$ cat src/rtl/serial_adder_if.sv
// ----------------------------------------------------------------------------
// serial_adder_if
//   Start/done handshake and operand/result bus for the bit-serial adder.
//
//   Signals:
//     start  requester -> adder   request, sampled only while the adder is idle
//     a, b   requester -> adder   WIDTH-bit operands, captured on accepted start
//     c_in   requester -> adder   carry-in, captured on accepted start
//     busy   adder -> requester   addition in progress
//     done   adder -> requester   one-cycle pulse when sum/c_out update
//     sum    adder -> requester   result (a + b + c_in) mod 2^WIDTH
//     c_out  adder -> requester   carry out of bit WIDTH-1
//     ovf    adder -> requester   signed overflow (only with SERIAL_ADDER_OVF_EN)
//
//   Modports: master = requester side, slave = adder side.
//   Build option: define SERIAL_ADDER_OVF_EN to add the ovf signal.
// ----------------------------------------------------------------------------
interface serial_adder_if #(
    parameter int WIDTH = 8
);
    logic             start;
    logic [WIDTH-1:0] a;
    logic [WIDTH-1:0] b;
    logic             c_in;
    logic             busy;
    logic             done;
    logic [WIDTH-1:0] sum;
    logic             c_out;
`ifdef SERIAL_ADDER_OVF_EN
    logic             ovf;

    modport master (output start, a, b, c_in,
                    input  busy, done, sum, c_out, ovf);
    modport slave  (input  start, a, b, c_in,
                    output busy, done, sum, c_out, ovf);
`else
    modport master (output start, a, b, c_in,
                    input  busy, done, sum, c_out);
    modport slave  (input  start, a, b, c_in,
                    output busy, done, sum, c_out);
`endif
endinterface

$ cat src/rtl/serial_adder.sv
// ----------------------------------------------------------------------------
// serial_adder
//   Bit-serial adder: one full-adder cell plus a registered carry adds two
//   WIDTH-bit operands over WIDTH clock cycles, LSB first.
//
//   Ports:
//     clk  rising-edge clock
//     rst  synchronous, active-high reset
//     bus  serial_adder_if.slave (start/a/b/c_in in, busy/done/sum/c_out out)
//
//   Parameter: WIDTH (2..32), operand and result width.
//   Build option: define SERIAL_ADDER_OVF_EN to add the registered signed
//   overflow output bus.ovf.
// ----------------------------------------------------------------------------
module serial_adder #(
    parameter int WIDTH = 8
) (
    input  logic          clk,
    input  logic          rst,
    serial_adder_if.slave bus
);

    typedef enum logic {
        IDLE,
        SHIFT
    } state_e;

    localparam int             CW   = $clog2(WIDTH);
    localparam logic [CW-1:0]  LAST = CW'(WIDTH - 1);

    state_e           state_q;
    logic [WIDTH-1:0] a_sh_q;
    logic [WIDTH-1:0] b_sh_q;
    logic [WIDTH-1:0] ps_q;
    logic             cy_q;
    logic [CW-1:0]    cnt_q;
    logic             busy_q;
    logic             done_q;
    logic [WIDTH-1:0] sum_q;
    logic             c_out_q;
`ifdef SERIAL_ADDER_OVF_EN
    logic             ovf_q;
`endif

    // The single full-adder cell and the next partial-sum value.
    logic             fa_s;
    logic             fa_co;
    logic [WIDTH-1:0] ps_d;

    always_comb begin
        fa_s  = a_sh_q[0] ^ b_sh_q[0] ^ cy_q;
        fa_co = (a_sh_q[0] & b_sh_q[0]) | (cy_q & (a_sh_q[0] ^ b_sh_q[0]));
        // New bit enters at the MSB; after WIDTH shifts bit i sits at i.
        ps_d  = {fa_s, ps_q[WIDTH-1:1]};
    end

    // Control, carry and result registers.
    always_ff @(posedge clk) begin
        if (rst) begin
            state_q <= IDLE;
            cy_q    <= 1'b0;
            cnt_q   <= '0;
            busy_q  <= 1'b0;
            done_q  <= 1'b0;
            sum_q   <= '0;
            c_out_q <= 1'b0;
`ifdef SERIAL_ADDER_OVF_EN
            ovf_q   <= 1'b0;
`endif
        end else begin
            // NOTE: non-blocking assignments so every register samples the
            // pre-edge values, independent of statement order.
            done_q <= 1'b0;
            unique case (state_q)
                IDLE: begin
                    if (bus.start) begin
                        cy_q    <= bus.c_in;
                        cnt_q   <= '0;
                        busy_q  <= 1'b1;
                        state_q <= SHIFT;
                    end
                end
                SHIFT: begin
                    cy_q  <= fa_co;
                    cnt_q <= cnt_q + CW'(1);
                    if (cnt_q == LAST) begin
                        sum_q   <= ps_d;
                        c_out_q <= fa_co;
`ifdef SERIAL_ADDER_OVF_EN
                        // cy_q is the carry into the MSB on the final cycle.
                        ovf_q   <= cy_q ^ fa_co;
`endif
                        done_q  <= 1'b1;
                        busy_q  <= 1'b0;
                        state_q <= IDLE;
                    end
                end
                default: state_q <= IDLE;
            endcase
        end
    end

    // NOTE: the operand and partial-sum shift registers carry no reset; they
    // are fully reloaded or cleared on every accepted start, so reset would
    // only add logic without changing any visible output.
    always_ff @(posedge clk) begin
        if (state_q == IDLE) begin
            if (bus.start) begin
                a_sh_q <= bus.a;
                b_sh_q <= bus.b;
                ps_q   <= '0;
            end
        end else begin
            a_sh_q <= a_sh_q >> 1;
            b_sh_q <= b_sh_q >> 1;
            ps_q   <= ps_d;
        end
    end

    assign bus.busy  = busy_q;
    assign bus.done  = done_q;
    assign bus.sum   = sum_q;
    assign bus.c_out = c_out_q;
`ifdef SERIAL_ADDER_OVF_EN
    assign bus.ovf   = ovf_q;
`endif

endmodule
$ cat src/flat_wrapper.sv
// flat-port wrapper written by rule: the top's interface ports become plain ports
module serial_adder_flat 
#(
    parameter int WIDTH = 8
)
  (clk, rst, bus_start, bus_a, bus_b, bus_c_in, bus_busy, bus_done, bus_sum, bus_c_out);
  serial_adder_if #(.WIDTH(WIDTH)) bus_i ();
  input  logic clk;
  input  logic rst;
  input wire logic [$bits(bus_i.start)-1:0] bus_start;
  input wire logic [$bits(bus_i.a)-1:0] bus_a;
  input wire logic [$bits(bus_i.b)-1:0] bus_b;
  input wire logic [$bits(bus_i.c_in)-1:0] bus_c_in;
  output wire logic [$bits(bus_i.busy)-1:0] bus_busy;
  output wire logic [$bits(bus_i.done)-1:0] bus_done;
  output wire logic [$bits(bus_i.sum)-1:0] bus_sum;
  output wire logic [$bits(bus_i.c_out)-1:0] bus_c_out;
  assign bus_i.start = bus_start;
  assign bus_i.a = bus_a;
  assign bus_i.b = bus_b;
  assign bus_i.c_in = bus_c_in;
  assign bus_busy = bus_i.busy;
  assign bus_done = bus_i.done;
  assign bus_sum = bus_i.sum;
  assign bus_c_out = bus_i.c_out;
  serial_adder #(.WIDTH(WIDTH)) u_core (.clk(clk), .rst(rst), .bus(bus_i));
endmodule
$ cat config.mk
export PLATFORM = sky130hd
export DESIGN_NAME = serial_adder_flat
export DESIGN_NICKNAME = d
export VERILOG_FILES = /design/src/rtl/serial_adder_if.sv /design/src/rtl/serial_adder.sv /design/src/flat_wrapper.sv
export SDC_FILE = /design/constraint.sdc
export NUM_CORES = 1
export LEC_CHECK = 0
export CAP_MARGIN = 20
export CORE_AREA = 2 2 49 73
export CTS_CLUSTER_DIAMETER = 30
export CTS_CLUSTER_SIZE = 20
export DETAILED_ROUTE_END_ITERATION = 10
export DIE_AREA = 0 0 51 75
export DONT_BUFFER_PORTS = 1
export PLACE_DENSITY = 0.72
export SLEW_MARGIN = 0
export SYNTH_ARGS = -nofsm -noshare
export SYNTH_HDL_FRONTEND = slang
export SYNTH_SLANG_ARGS = --single-unit
$ cat constraint.sdc
create_clock -name clk -period 4 [get_ports clk]
set_input_delay 1 -clock clk [delete_from_list [all_inputs] [get_ports clk]]
set_output_delay 1 -clock clk [all_outputs]
set_load 0.02 [all_outputs]
==> impl_metrics.env <==
export IMPL_status="completed"
export IMPL_tightest_slew_ns=0.888
export IMPL_yosysTopAreaCellShare=0.370
export IMPL_worstPathRequired_ns=3.91
export IMPL_yosysWarnings=0
export IMPL_seq_power_share=0.611
export IMPL_io_pins=31
export IMPL_die_w_um=51
export IMPL_irDropWorstVdd_mv=0.389
export IMPL_synth_edf_count=21
export IMPL_relSlewSlack=0.408
export IMPL_worst_skew_pair_late_latency_ns=0.28
export IMPL_period_needed_ns=1.76
export IMPL_r2r_end="u_core.bus.sum[1]$_SDFFE_PP0P_"
export IMPL_worstPathBufferInverterCount=0
export IMPL_drv_slew=0
export IMPL_hold_path_end="u_core.b_sh_q[7]$_SDFFE_PP0P_"
export IMPL_antenna_cells=0
export IMPL_post_drt_wl_per_cell_um=15.4
export IMPL_cts_resized_gates=0
export IMPL_powerDensity_mw_per_mm2=438
export IMPL_cts_max_path_buffers=2
export IMPL_crit_type="input pin to flop"
export IMPL_cts_sink_count=39
export IMPL_slowest_delay_ns=0.67
export IMPL_clk_pin_slew_worst_paths_ns=0.07
export IMPL_period_share=0.441
export IMPL_htree_levels=2
export IMPL_r2r_start="u_core.cnt_q[0]$_SDFFE_PP0P_"
export IMPL_ys_types=25
export IMPL_setup_tns_ns=0
export IMPL_cpLargestDelayFamily="simple AND/OR/NAND/NOR gates"
export IMPL_endpoint_kind="flop"
export IMPL_grt_ovfl_total=0
export IMPL_hold_viol=0
export IMPL_die_area_mm2=0.00383
export IMPL_cap_viol_max_count=0
export IMPL_rsz0062_at_grt="false"
export IMPL_cts_tree="built"
export IMPL_firstDrtPassIters=3
export IMPL_drive_gt1_frac=0.168
export IMPL_grt_first_pass_wirelength_mm=4.13
export IMPL_slowest_stage="or2_1"
export IMPL_grt_max_degree=54
export IMPL_die_h_um=75
export IMPL_comb_power_share=0.065
export IMPL_syn_avg_cell_area_um2=13.4
export IMPL_cp_max_fo=22
export IMPL_synthArstFlopShare=0
export IMPL_ys_ff_latch=39
export IMPL_total_leakage_power_nw=0.639
export IMPL_synth_ff_type="edfxtp_1"
export IMPL_clockRootBuffer="clkbuf_8"
export IMPL_reg2reg_slack_ns=2.46
export IMPL_fin_ws_ns=2.24
export IMPL_p_int_mw=0.599
export IMPL_nNetsFinal=148
export IMPL_wirelength_mm=2.55
export IMPL_via_per_inst=5.53
export IMPL_vias=912
export IMPL_gr_usage_all_layers=0.150
export IMPL_grt_pass1_vias=874
export IMPL_pre_cts_ws_ns=1.91
export IMPL_yosysTopAreaCell="edfxtp_1"
export IMPL_p_sw_frac=0.215
export IMPL_antenna_left=0
export IMPL_numCtsBuffers=5
export IMPL_synth_area_leaders="edfxtp_1 (37%), dfxtp_1 (21%), mux2_1 (9.3%)"
export IMPL_postCtsHoldBufs=0
export IMPL_area_delta_synth_final_pct=2.42
export IMPL_worstSetupStartpointType="input pin"
export IMPL_worstRegToRegCells=4
export IMPL_seq_area_frac_synth=0.581
export IMPL_path_cells="or2_1"
export IMPL_hp_start="u_core.b_sh_q[7]$_SDFFE_PP0P_"
export IMPL_rows=25
export IMPL_fmax_mhz=567
export IMPL_synthCells=127
export IMPL_first_iter_violations=11
export IMPL_arrival_ns=1.67
export IMPL_synth_area_mm2=0.00170
export IMPL_postCtsSetupRepairBufs=0
export IMPL_crit_cells=1
export IMPL_portBuffers=0
export IMPL_core_area_mm2=0.00316
export IMPL_post_route_drc_count=0
export IMPL_hold_depth=2
export IMPL_synth_nets=151
export IMPL_fin_skew_ns=0.00598
export IMPL_p_sw_mw=0.165
export IMPL_gp_congestion=0.717
export IMPL_initial_utilization=0.539
export IMPL_dp_hpwl_mm=1.68
export IMPL_pwr_share_clk=0.324
export IMPL_antenna_found_initial=0
export IMPL_setup_violations=0
export IMPL_hold_class="flop to flop"
==> kinds of logic after synthesis <==
logic type | share of synthesized area
AO/OA/AOI/OAI | 0.114
AND/OR/NAND/NOR | 0.101
flip-flops | 0.581
adder cells (fa/ha/maj) | 0.0338
multiplexers | 0.110
buffers and inverters | 0.0602
==> power groups by stage <==
stage / logic, mW / clock network (mW) / registers, mW
after global placement: 0.0475 / 0 / 0.475
after floorplan: 0.0528 / 0 / 0.471
after detailed placement: 0.0495 / 0 / 0.476
after CTS: 0.0503 / 0.253 / 0.467
final: 0.0495 / 0.247 / 0.467
after global routing: 0.0561 / 0.269 / 0.470
==> per-stage QoR <==
stage	area (um^2)	util	hold slack [ns]	instances	power, mW
2_1_floorplan	1700	-	0.456	127	0.524
3_3_place_gp	1660	0.527	0.480	157	0.522
3_5_place_dp	1660	0.527	0.510	157	0.525
4_1_cts	1750	0.552	0.526	165	0.771
5_1_grt	1750	0.552	0.553	165	0.796
6_report	1750	0.552	0.521	165	0.764
==> synthesized netlist by cell type, drive strengths merged (2+ instances only) <==
cell type   n
nand2b      2
nor2        3
or3b        3
ha          3
and2        8
nand3       9
dfxtp      18
mux2       14
mux2i       3
buf        11
edfxtp     21
a21oi      14
a21bo      10
nand2       3
==> registers in the layout (all words and copies together), names as in the netlist <==
signal and count:
u_core.b_sh_q 8, u_core.bus.sum 8, u_core.bus.done 1, u_core.cy_q 1, u_core.ps_q 7, u_core.a_sh_q 8, u_core.bus.c_out 1, u_core.bus.busy 1
u_core.state_q 1, u_core.cnt_q 3
==> layout by cell type, fill, tap and decap left out, types with 2 or more instances in the layout <==
master and instances:
ha_1 3, dfxtp_1 17, a21oi_2 3, and2_1 8
nand2_1 2, a21bo_2 8, clkbuf_1 2, mux2_1 14
a21bo_1 2, nand3_1 9, clkbuf_8 5, nand2b_1 2
mux2i_1 3, edfxtp_1 21, or3b_1 3, nor2_1 3
a21oi_1 11
==> metal layers <==
| metal | GRT usage | share of wire |
|---|---|---|
| met4 | 0.0541 | 0.015 |
| met5 | 0 | 0 |
| met3 | 0.0635 | 0.066 |
| met1 | 0.188 | 0.44 |
| met2 | 0.234 | 0.48 |
==> worst min-delay path: cells and delay by family (launching register included) <==
family           cells  cell delay [ns]
and+or+nand+nor      1             0.08
muxes                1             0.07
DFF                  1             0.34
==> final cells by class <==
cell class	count	area [um^2]
Clock buffer	7	76.3
Multi-Input combinational cell	76	611
Inverter	1	3.75
Clock inverter	1	5.00
Sequential cell	39	992
Tap cell	40	50.0
Fill cell	275	1410
Timing Repair Buffer	1	7.51
==> how the worst max path moves through the flow <==
stage	start	to	slack, ns
6_report	bus_start	u_core.a_sh_q[4]$_DFFE_PP_	2.24
3_3_place_gp	bus_start	u_core.b_sh_q[1]$_DFFE_PP_	1.96
5_1_grt	bus_start	u_core.ps_q[5]$_SDFFCE_PN0P_	2.15
3_5_place_dp	bus_start	u_core.b_sh_q[1]$_DFFE_PP_	1.91
4_1_cts	bus_start	u_core.ps_q[5]$_SDFFCE_PN0P_	2.22
2_1_floorplan	bus_start	u_core.a_sh_q[0]$_DFFE_PP_	1.99
Note: power is estimated with default switching activity, not from simulation.
